[config.mk]
export PLATFORM = sky130hd
export DESIGN_NAME = layer_compositor
export DESIGN_NICKNAME = d
export VERILOG_FILES = /design/src/rtl/dino_gfx_pkg.sv /design/src/rtl/layer_priority_enc.sv /design/src/rtl/layer_compositor.sv
export SDC_FILE = /design/constraint.sdc
export NUM_CORES = 1
export LEC_CHECK = 0
export ABC_AREA = 1
export CORE_MARGIN = 3
export CORE_UTILIZATION = 35
export CTS_BUF_LIST = sky130_fd_sc_hd__clkbuf_16
export CTS_CLUSTER_SIZE = 10
export DETAILED_ROUTE_END_ITERATION = 6
export DONT_BUFFER_PORTS = 1
export PLACE_DENSITY = 0.59
export RECOVER_POWER = 100
export SETUP_SLACK_MARGIN = 0.5
export SLEW_MARGIN = 20
export SYNTH_ARGS = -nofsm -noshare
export SYNTH_HDL_FRONTEND = slang
export SYNTH_SLANG_ARGS = --single-unit
[constraint.sdc]
create_clock -name clk -period 0.86 [get_ports clk]
set_input_delay 0.086 -clock clk [delete_from_list [all_inputs] [get_ports clk]]
set_output_delay 0.086 -clock clk [all_outputs]
set_load 0.05 [all_outputs]
[src/rtl/dino_gfx_pkg.sv]
// Shared graphics definitions for the dino VGA path.
// Contents:
//   RGB_W            width of a packed {R[1:0],G[1:0],B[1:0]} pixel
//   COL_*            named colour constants
//   DEFAULT_PALETTE  packed per-layer colours; layer i sits at [6*i+5:6*i]
//   night_apply()    inverts a colour when night mode is active
package dino_gfx_pkg;

  localparam int RGB_W = 6;

  localparam logic [RGB_W-1:0] COL_BLACK = 6'b000000;
  localparam logic [RGB_W-1:0] COL_WHITE = 6'b111111;
  localparam logic [RGB_W-1:0] COL_RED   = 6'b110000;
  localparam logic [RGB_W-1:0] COL_GREEN = 6'b001100;
  localparam logic [RGB_W-1:0] COL_GREY  = 6'b010101;

  // Layer 0 green, layer 1 red, layer 2 white, layer 3 grey (== 24'h57FC0C).
  localparam logic [4*RGB_W-1:0] DEFAULT_PALETTE = {COL_GREY, COL_WHITE, COL_RED, COL_GREEN};

  // Night mode is a plain bitwise inversion of the visible colour.
  function automatic logic [RGB_W-1:0] night_apply(input logic [RGB_W-1:0] colour,
                                                   input logic             night);
    return colour ^ {RGB_W{night}};
  endfunction

endpackage

[src/rtl/layer_priority_enc.sv]
// Fixed-priority encoder for the sprite layers.
// Ports:
//   vis_i  per-layer visibility, bit 0 = highest priority
//   hit_o  at least one layer is visible
//   idx_o  index of the lowest-numbered visible layer (0 when hit_o is low)
module layer_priority_enc
  import dino_gfx_pkg::*;
#(
  parameter int NUM_LAYERS = 4,
  parameter int IDX_W      = (NUM_LAYERS > 1) ? $clog2(NUM_LAYERS) : 1
) (
  input  logic [NUM_LAYERS-1:0] vis_i,
  output logic                  hit_o,
  output logic [IDX_W-1:0]      idx_o
);

  // Scan from the lowest priority upwards so the lowest set index wins.
  always_comb begin
    hit_o = 1'b0;
    idx_o = {IDX_W{1'b0}};
    for (int i = NUM_LAYERS - 1; i >= 0; i--) begin
      hit_o = hit_o | vis_i[i];
      idx_o = vis_i[i] ? IDX_W'(i) : idx_o;
    end
  end

endmodule

[src/rtl/layer_compositor.sv]
// N-layer pixel compositor with per-frame collision detection.
// Two-stage pipeline: stage 1 registers per-layer visibility (colour, enable,
// blink gating) and display_on; stage 2 resolves priority to a colour, applies
// night inversion and detects A/B group overlap. Frame-level state (sticky
// overlap, collision_frame, night, blink counter) updates on i_frame_end.
// Ports:
//   clk, rst_n          pixel clock, synchronous active-low reset
//   i_layer_color       raw per-layer pixel, bit i = layer i
//   i_layer_enable      per-layer enable
//   i_display_on        high inside the visible area
//   i_frame_end         one-cycle pulse on the last cycle of a frame
//   i_night_req         requested night mode, taken at frame end
//   i_blink_en          enables blinking of BLINK_MASK layers
//   o_rgb               composited pixel, 2 clocks after the inputs
//   o_collision         pulse on the first A/B overlap of a frame
//   o_collision_frame   high for the frame after one that had an overlap
//   o_night             night mode currently applied
module layer_compositor
  import dino_gfx_pkg::*;
#(
  parameter int                      NUM_LAYERS     = 4,
  parameter logic [6*NUM_LAYERS-1:0] LAYER_PALETTE  = (6*NUM_LAYERS)'(DEFAULT_PALETTE),
  parameter logic [RGB_W-1:0]        BG_COLOR       = COL_BLACK,
  parameter logic [NUM_LAYERS-1:0]   COLLIDE_A_MASK = NUM_LAYERS'(4'b0001),
  parameter logic [NUM_LAYERS-1:0]   COLLIDE_B_MASK = NUM_LAYERS'(4'b0010),
  parameter logic [NUM_LAYERS-1:0]   BLINK_MASK     = NUM_LAYERS'(4'b0100),
  parameter int                      BLINK_LOG2     = 4
) (
  input  logic                  clk,
  input  logic                  rst_n,
  input  logic [NUM_LAYERS-1:0] i_layer_color,
  input  logic [NUM_LAYERS-1:0] i_layer_enable,
  input  logic                  i_display_on,
  input  logic                  i_frame_end,
  input  logic                  i_night_req,
  input  logic                  i_blink_en,
  output logic [RGB_W-1:0]      o_rgb,
  output logic                  o_collision,
  output logic                  o_collision_frame,
  output logic                  o_night
);

  localparam int IDX_W = (NUM_LAYERS > 1) ? $clog2(NUM_LAYERS) : 1;

  // Stage 1
  logic [NUM_LAYERS-1:0] vis_q, vis_d;
  logic                  disp_q;
  logic                  blink_off_s;

  // Stage 2
  logic                  hit_s;
  logic [IDX_W-1:0]      idx_s;
  logic [RGB_W-1:0]      colour_s;
  logic [RGB_W-1:0]      rgb_q, rgb_d;
  logic                  ov_s;
  logic                  coll_q, coll_d;

  // Frame-level state
  logic                  sticky_q, sticky_d;
  logic                  coll_frame_q, coll_frame_d;
  logic                  night_q, night_d;
  logic [BLINK_LOG2-1:0] blink_cnt_q, blink_cnt_d;

  // Stage 1 visibility: blink-masked layers disappear while the counter MSB is set.
  always_comb begin
    blink_off_s = i_blink_en & blink_cnt_q[BLINK_LOG2-1];
    vis_d       = i_layer_color & i_layer_enable & ~(BLINK_MASK & {NUM_LAYERS{blink_off_s}});
  end

  layer_priority_enc #(
    .NUM_LAYERS (NUM_LAYERS),
    .IDX_W      (IDX_W)
  ) u_prio (
    .vis_i (vis_q),
    .hit_o (hit_s),
    .idx_o (idx_s)
  );

  // Stage 2 colour: palette of the winning layer, background otherwise; blanking is never inverted.
  always_comb begin
    colour_s = BG_COLOR;
    for (int i = 0; i < NUM_LAYERS; i++) begin
      colour_s = (hit_s && (idx_s == IDX_W'(i))) ? LAYER_PALETTE[6*i +: 6] : colour_s;
    end
    rgb_d = disp_q ? night_apply(colour_s, night_q) : {RGB_W{1'b0}};
  end

  // Overlap detection; the sticky flag suppresses repeat pulses within a frame.
  always_comb begin
    ov_s   = disp_q & (|(vis_q & COLLIDE_A_MASK)) & (|(vis_q & COLLIDE_B_MASK));
    coll_d = ov_s & ~sticky_q;
  end

  // Frame-boundary updates; an overlap on the frame_end cycle belongs to the ending frame.
  always_comb begin
    sticky_d     = sticky_q;
    coll_frame_d = coll_frame_q;
    night_d      = night_q;
    blink_cnt_d  = blink_cnt_q;
    if (i_frame_end) begin
      sticky_d     = 1'b0;
      coll_frame_d = sticky_q | ov_s;
      night_d      = i_night_req;
      blink_cnt_d  = blink_cnt_q + BLINK_LOG2'(1);
    end else begin
      sticky_d     = sticky_q | ov_s;
    end
  end

  // All state registers; reset wins over every other input.
  always_ff @(posedge clk) begin
    if (!rst_n) begin
      vis_q        <= {NUM_LAYERS{1'b0}};
      disp_q       <= 1'b0;
      rgb_q        <= {RGB_W{1'b0}};
      coll_q       <= 1'b0;
      sticky_q     <= 1'b0;
      coll_frame_q <= 1'b0;
      night_q      <= 1'b0;
      blink_cnt_q  <= {BLINK_LOG2{1'b0}};
    end else begin
      vis_q        <= vis_d;
      disp_q       <= i_display_on;
      rgb_q        <= rgb_d;
      coll_q       <= coll_d;
      sticky_q     <= sticky_d;
      coll_frame_q <= coll_frame_d;
      night_q      <= night_d;
      blink_cnt_q  <= blink_cnt_d;
    end
  end

  assign o_rgb             = rgb_q;
  assign o_collision       = coll_q;
  assign o_collision_frame = coll_frame_q;
  assign o_night           = night_q;

endmodule

==> results of run 1 <==
==> synthesized netlist by cell type (all sizes together) <==
cell type / number / area, um2
nor3: 3 / 20.0
nand2: 26 / 128
a21oi: 5 / 25.0
nand4: 1 / 6.26
inv: 10 / 40.0
clkinv: 1 / 5.00
buf: 3 / 30.0
dfxtp: 19 / 380
nor2: 22 / 82.6
ha: 1 / 12.5
o21ai: 4 / 20.0
nand3: 8 / 45.0
==> logic make-up after synthesis <==
logic type	Yosys count	synth area share [%]
AOI/OAI and AO/OA	9	5.67
adders and majority gates	1	1.57
buffers and inverters	14	9.45
DFF	19	47.9
and+or+nand+nor	60	35.4
==> power breakdown <==
| group | switching, mW | total (mW) | leakage, nW | internal, mW |
|---|---|---|---|---|
| registers | 0.0603 | 0.957 | 0.166 | 0.896 |
| clock network | 0.344 | 0.974 | 0.0414 | 0.630 |
| logic | 0.132 | 0.243 | 0.263 | 0.111 |
| total | 0.536 | 2.17 | 0.470 | 1.64 |
==> stage by stage <==
step                      cell area [um2]  std cells  setup TNS (ps)  utilization [%]
after floorplan                       881        103           -21.0                -
after global placement                902        131           -10.1             43.8
after detailed placement              902        131           -27.6             43.8
after CTS                            1070        138               0             51.9
after global routing                 1120        140            -166             54.5
final                                1120        140               0             54.5
==> repair_timing <==
| item | in CTS | in global routing |
|---|---|---|
| pin swaps | 5 | 12 |
| gates resized for setup | 21 | 17 |
| buffers inserted | 3 | 2 |
| setup endpoints to repair | 24 | 24 |
| endpoints found under the hold margin | 12 | 12 |
| gates cloned | 0 | 0 |
==> registers in the layout, indices dropped and copies added (netlist names) <==
name,flops
blink_cnt_q,4
disp_q,1
o_collision,1
o_collision_frame,1
o_night,1
o_rgb,6
sticky_q,1
vis_q,4
==> path summary, 6_finish.rpt <==
path                 end  slack [ps]  depth (start not counted)
max reg2reg     o_rgb[0]           5                          5
max             o_rgb[0]           5                          5
min reg2reg  o_collision         420                          1
min             sticky_q        -110                          1
==> routing by layer <==
layer | global-route usage, % | part of all wire [%] | vias to the layer above
li1 | - | - | 337
met1 | 13.8 | 42 | 295
met2 | 20.6 | 50 | 17
met3 | 7.20 | 6.7 | 4
met4 | 7.23 | 1.6 | 0
met5 | 0 | 0 | -
==> layout make-up <==
class	count	area, um2	share of cell area (%)
Tap cell	27	33.8	3.01
Sequential cell	19	430	38.3
Clock inverter	1	6.26	0.557
Inverter	11	60.1	5.35
Clock buffer	3	75.1	6.68
Multi-Input combinational cell	70	417	37.1
Timing Repair Buffer	9	101	9.02
==> results_dict.tcl, run 1 <==
set metrics [dict create \
    ys_seq_elements 19 \
    power_mw 2.17 \
    failed_checks "hold timing" \
    syn_to_final_growth_pct 41.4 \
    critPathSlowestCell "dfxtp_4" \
    cts_tree "yes" \
    die_h_um 53.6 \
    worstPathArrival_ps 1000 \
    fin_skew_ps 2.96 \
    reg2reg_from "o_night" \
    setup_slack_ps 5.06 \
    crit_chain "buf_6 > inv_4 > nand2_2 > nor2_1 > nor2_1" \
    crit_family "flip-flops" \
    slew_violations 0 \
    grt_pass1_vias 637 \
    dp_hpwl_um 1070 \
    drc 0 \
    initial_core_util_pct 38.5 \
    drt_wl_total_um 1590 \
    die_w_um 53.6 \
    syn_area_um2 795 \
    crit_path_max_incr_delay_ps 360 \
    first_pass_iters 5 \
    ios 23 \
    cts_root_buffer "clkbuf_16" \
    syn_nets 118 \
    rows 16 \
    maxCapViolCount 0 \
    grt_remaining_overflow 0 \
    ant_nets 0 \
    drive_gt1_share_pct 54.9 \
    viasPerCell 4.66 \
    nNetsFinal 129 \
    synthCells 103 \
    grt_max_degree 13 \
    worstSetupStartpointType "flip-flop" \
    dp_slack_ps -27.6 \
    clk_latency_ps 250 \
    cellLeakagePower_nw 0.470 \
    place.gp.congestion 0.818 \
    grt.total_usage_pct 13.1 \
    irDropWorstVdd_mv 2.03 \
    clk_pin_slew_ps 60 \
    relSlewSlack_pct 86.3 \
    htreeDepth 1 \
    die_area_um2 2880 \
    antenna_found_initial 0 \
    status "finished, violations left" \
    yosysWarnings 0 \
    critPathBufInv 2 \
    rsz0062_at_grt "yes" \
    port_buffers 0 \
    dr.first_iter.drc_count 2 \
    hold_slack_ps -105 \
    yosysSeqAreaShare_pct 47.9 \
    wl_per_cell_um 11.4 \
    critical_path_class "reg2reg" \
    cp_common_cell "nor2_1" \
    fin_crit_sh_pct 99.4 \
    end_kind "flip-flop" \
    clk_path_buf_depth 2 \
    setup_viol 0 \
    max_freq_mhz 1170 \
    crit_fanout 4 \
    worst-slew-pin-transition_ps 204 \
    worstPathRequired_ps 1000 \
    cellPowerDensity_nw_per_um2 1930 \
    ys_types 20 \
    fillers 180 \
    final_cell_mix "nor2_1, nand2_1, dfxtp_4" \
    min_path_type "in2reg" \
    hold_viol_final 12 \
    cts_made_buffers 3 \
    hold_start "i_frame_end" \
    grt_pass1_wl_um 2590 \
    core_um2 2060 \
    num_vias 653 \
    startpoint "o_night" \
    n_antenna_cell 0 \
    avgSynthCellArea_um2 7.71 \
    final_common_cell "nor2_1" \
    min_period_ps 855 \
    numClockSinks 19 \
]
Power figures use the tool's default switching activity.
==> run 2: changes to the inputs <==
--- a/config.mk
+++ b/config.mk
@@ -12,7 +12,7 @@
 export CTS_CLUSTER_SIZE = 10
 export DETAILED_ROUTE_END_ITERATION = 6
 export DONT_BUFFER_PORTS = 1
-export PLACE_DENSITY = 0.59
+export PLACE_DENSITY = 0.57
 export RECOVER_POWER = 100
 export SETUP_SLACK_MARGIN = 0.5
 export SLEW_MARGIN = 20
==> constraint.sdc (replaced) <==
create_clock -name clk -period 1.1 [get_ports clk]
set_input_delay 0.11 -clock clk [delete_from_list [all_inputs] [get_ports clk]]
set_output_delay 0.11 -clock clk [all_outputs]
set_load 0.05 [all_outputs]
==> results_dict.tcl, run 2 (same netlist as run 1, synthesis figures left out) <==
set metrics [dict create \
    grt_max_degree 12 \
    place.gp.congestion 0.798 \
    worst-slew-pin-transition_ps 275 \
    min_to "vis_q[0]" \
    setup_viol 0 \
    clk_latency_ps 250 \
    nNetsFinal 130 \
    die_h_um 53.6 \
    status "finished, violations left" \
    fin_setup_tns_ps 0 \
    worstHoldPathCells 2 \
    first_pass_iters 4 \
    cts_root_buffer "clkbuf_16" \
    power_mw 1.67 \
    finalNonFillerCells 141 \
    syn_to_final_growth_pct 37.8 \
    place_area_um2 858 \
    dp_hpwl_um 1070 \
    ant_nets 0 \
    hold_viol_final 8 \
    dp.cells 128 \
    die_w_um 53.6 \
    initial_core_util_pct 38.5 \
    cts_tree "yes" \
    r2r_slack_ps 200 \
    wl_per_cell_um 11.6 \
    drc 0 \
    fin_crit_sh_pct 82.2 \
    final_common_cell "nand2_1" \
    grt_pass1_vias 652 \
    end_kind "flip-flop" \
    numClockSinks 19 \
    post-route-util_pct 53.1 \
    rr_endpoint "o_rgb[2]" \
    slew_violations 0 \
    grt.total_usage_pct 12.7 \
    worstPathArrival_ps 1050 \
    grt_remaining_overflow 0 \
    maxCapViolCount 0 \
    rr_worst_depth 6 \
    cellPowerDensity_nw_per_um2 1530 \
    critical_path_class "reg2reg" \
    n_antenna_cell 0 \
    final_area_um2 1090 \
    fin_skew_ps 1.56 \
    failed_checks "hold timing" \
    drt_wl_total_um 1630 \
    rsz0062_at_grt "yes" \
    htreeDepth 1 \
    clk_pin_slew_ps 50 \
    antenna_found_initial 0 \
    ios 23 \
    reg2reg_from "vis_q[1]" \
    min_path_type "in2reg" \
    cellLeakagePower_nw 0.486 \
    worstPathRequired_ps 1240 \
    hold_slack_ps -34.0 \
    drive_gt1_share_pct 41.2 \
    num_vias 667 \
    relSlewSlack_pct 81.7 \
    viasPerCell 4.73 \
    cts_made_buffers 3 \
    largest_reg_flops 6 \
    core_um2 2060 \
    crit_fanout 4 \
    dr.first_iter.drc_count 6 \
    grt_pass1_wl_um 2570 \
    min_period_ps 904 \
    rows 16 \
    irDropWorstVdd_mv 0.931 \
    port_buffers 0 \
    max_freq_mhz 1110 \
    hold_start "i_layer_color[0]" \
    clk_path_buf_depth 2 \
    die_area_um2 2880 \
    worstSetupStartpointType "flip-flop" \
    final_cell_mix "nand2_1, nor2_1, dfxtp_4" \
]
## run 2: worst max path at each step
stage              from       end  cells past startpoint
2_1_floorplan   o_night  o_rgb[0]                      5
3_3_place_gp   vis_q[1]  o_rgb[2]                      5
3_5_place_dp   vis_q[2]  o_rgb[4]                      5
4_1_cts         o_night   o_night                      1
5_1_grt        vis_q[1]  o_rgb[2]                      6
6_report       vis_q[1]  o_rgb[2]                      6
## run 2: cell type report
type                            count  area (um2)
Sequential cell                    19         420
Inverter                           11        55.1
Tap cell                           27        33.8
Clock inverter                      1        5.00
Fill cell                         205         967
Multi-Input combinational cell     70         394
Timing Repair Buffer               10         111
Clock buffer                        3        75.1
## run 2: worst max-delay path, stage by stage, from the launching register on
cell and delay, ps:
dfxtp_4 370, inv_6 80, nand2_4 40, nand2_1 140, nand2_4 60, nand3_1 70, nor2_1 40
## run 2: through the flow
| step | hold WS [ps] | worst slack [ps] |
|---|---|---|
| finish | -34.0 | 196 |
| global route | -26.9 | 133 |
| CTS | -30.0 | 237 |
| detailed placement | 192 | 228 |
| global placement | 186 | 245 |
| floorplan | 202 | 227 |
## run 2: what timing repair did
item	4_1_cts	5_1_grt
hold buffers	5	1
resized for setup	27	18
buffers inserted	2	1
endpoints found under the setup margin	23	25
hold endpoints to repair	11	9
pin swaps	10	9
## run 2: where the power goes
| part | internal (mW) | switching (mW) |
|---|---|---|
| logic | 0.0775 | 0.0866 |
| registers | 0.704 | 0.0551 |
| clock network | 0.487 | 0.261 |
## run 2: metal layers
layer | vias to the layer above | global-route usage (%) | routed length (um)
li1 | 347 | - | -
met1 | 297 | 12.9 | 619
met2 | 18 | 20.4 | 884
met3 | 5 | 5.54 | 93
met4 | 0 | 9.36 | 32
met5 | - | 0 | 0
==> run 3: changes to the inputs <==
==> constraint.sdc (replaced) <==
create_clock -name clk -period 0.9 [get_ports clk]
set_input_delay 0.09 -clock clk [delete_from_list [all_inputs] [get_ports clk]]
set_output_delay 0.09 -clock clk [all_outputs]
set_load 0.05 [all_outputs]
==> results_dict.tcl, run 3 (same netlist as run 1, synthesis figures left out) <==
set metrics [dict create \
    end_kind "flip-flop" \
    final_area_um2 1060 \
    fin_crit_sh_pct 95.8 \
    syn_to_final_growth_pct 34.0 \
    clk_path_buf_depth 2 \
    crit_fanout 3 \
    crit_chain "ha_1 > nor2_1 > nor2_1" \
    max_freq_mhz 1160 \
    grt_remaining_overflow 0 \
    power_frac_clock_pct 45.3 \
    cp_common_cell "nor2_1" \
    setup_slack_ps 38.1 \
    status "finished, violations left" \
    worst-slew-pin-transition_ps 260 \
    final_common_cell "nor2_1" \
    critPathSlowestCell "dfxtp_2" \
    finalNonFillerCells 138 \
    critPathBufInv 0 \
    place.gp.congestion 0.797 \
    swShare_pct 24.8 \
    critical_path_class "reg2reg" \
    irDropWorstVdd_mv 1.74 \
    hold_slack_ps -103 \
    crit_path_max_incr_delay_ps 340 \
    cts_root_buffer "clkbuf_16" \
    slew_violations 0 \
    nNetsFinal 127 \
    dp_slack_ps 27.4 \
    drt_wl_total_um 1550 \
    wl_per_cell_um 11.2 \
    fin_skew_ps 4.21 \
    combinationalPowerShare_pct 10.1 \
    dp.cells 130 \
    grt_pass1_vias 597 \
    min_period_ps 862 \
    seqPwrFrac_pct 44.6 \
    port_buffers 0 \
    clk_latency_ps 250 \
    antenna_found_initial 0 \
    ant_nets 0 \
    fillers 208 \
    worstSetupStartpointType "flip-flop" \
    rows 16 \
    cts_made_buffers 3 \
    dp_hpwl_um 1060 \
    grt.total_usage_pct 13.0 \
    maxCapViolCount 0 \
    die_h_um 53.6 \
    first_pass_iters 2 \
    place_area_um2 892 \
    largest_reg_flops 6 \
    failed_checks "hold timing" \
    rsz0062_at_grt "yes" \
    r2r_slack_ps 40 \
    final_cell_mix "nor2_1, nand2_1, dfxtp_2" \
    viasPerCell 4.82 \
    p_sw_mw 0.514 \
    min_path_type "in2reg" \
    cts_tree "yes" \
    die_area_um2 2880 \
    ios 23 \
    num_vias 665 \
    crit_family "flip-flops" \
    n_antenna_cell 0 \
    core_um2 2060 \
    grt_pass1_wl_um 2610 \
    worstPathArrival_ps 1010 \
    hold_viol_final 12 \
    initial_core_util_pct 38.5 \
    cellPowerDensity_nw_per_um2 1950 \
    drc 0 \
    dr.first_iter.drc_count 3 \
    drive_gt1_share_pct 54.1 \
    setup_viol 0 \
    relSlewSlack_pct 82.7 \
    cellLeakagePower_nw 0.469 \
    die_w_um 53.6 \
    grt_max_degree 13 \
    worstPathRequired_ps 1050 \
    clk_pin_slew_ps 60 \
    p_int_mw 1.56 \
    numClockSinks 19 \
    htreeDepth 1 \
]
-- run 3: cell types whose count changed in the layout (fill, tap and decap cells not counted), moves of 3 or more --
cell and delta:
buf_6 +3, dfxtp_2 +6, dfxtp_4 -4, dlygate4sd3_1 -4
nand2_1 -5, nand2_2 +3
-- run 3: area by class of cell --
class                           instances  area, um2  share of cell area (%)
Sequential cell                        19        413                    38.8
Multi-Input combinational cell         70        412                    38.7
Clock buffer                            3       75.1                    7.05
Timing Repair Buffer                    7       67.6                    6.35
Inverter                               11       57.6                    5.41
Tap cell                               27       33.8                    3.17
Clock inverter                          1       6.26                   0.588
-- run 3: path summary, 6_finish.rpt --
path | start | to | cells after the start
hold reg to reg | sticky_q | o_collision | 1
hold / removal | i_frame_end | sticky_q | 1
setup reg to reg | blink_cnt_q[1] | blink_cnt_q[1] | 3
setup / recovery | blink_cnt_q[1] | blink_cnt_q[1] | 3
-- run 3: routing by layer --
layer | global-route usage (%) | vias up | part of all wire [%]
met1 | 14.0 | 305 | 41
met2 | 21.0 | 14 | 51
met4 | 5.11 | 0 | 1.4
li1 | - | 341 | -
met5 | 0 | - | 0
met3 | 7.20 | 5 | 6.9
-- run 3: timing repair --
action | in CTS | in global routing
gates resized for setup | 16 | 19
endpoints found under the setup margin | 24 | 24
pin swaps | 6 | 12
setup buffers | 3 | 1
endpoints found under the hold margin | 12 | 12
-- run 3: metrics by stage --
step / utilization, % / hold WS (ps) / power (mW) / TNS, ps
floorplan: - / 182 / 1.09 / 0
global placement: 43.3 / 166 / 1.10 / 0
detailed placement: 43.3 / 167 / 1.10 / 0
CTS: 50.7 / -105 / 2.08 / 0
global route: 51.6 / -107 / 2.18 / -16.2
finish: 51.6 / -103 / 2.08 / 0
-- run 3: power groups by stage --
stage          Combinational (mW)  Sequential, mW  Clock (mW)
2_1_floorplan               0.143           0.950           0
6_report                    0.210           0.925       0.941
5_1_grt                     0.233           0.928        1.02
4_1_cts                     0.197           0.914       0.965
3_5_place_dp                0.158           0.941           0
3_3_place_gp                0.155           0.940           0
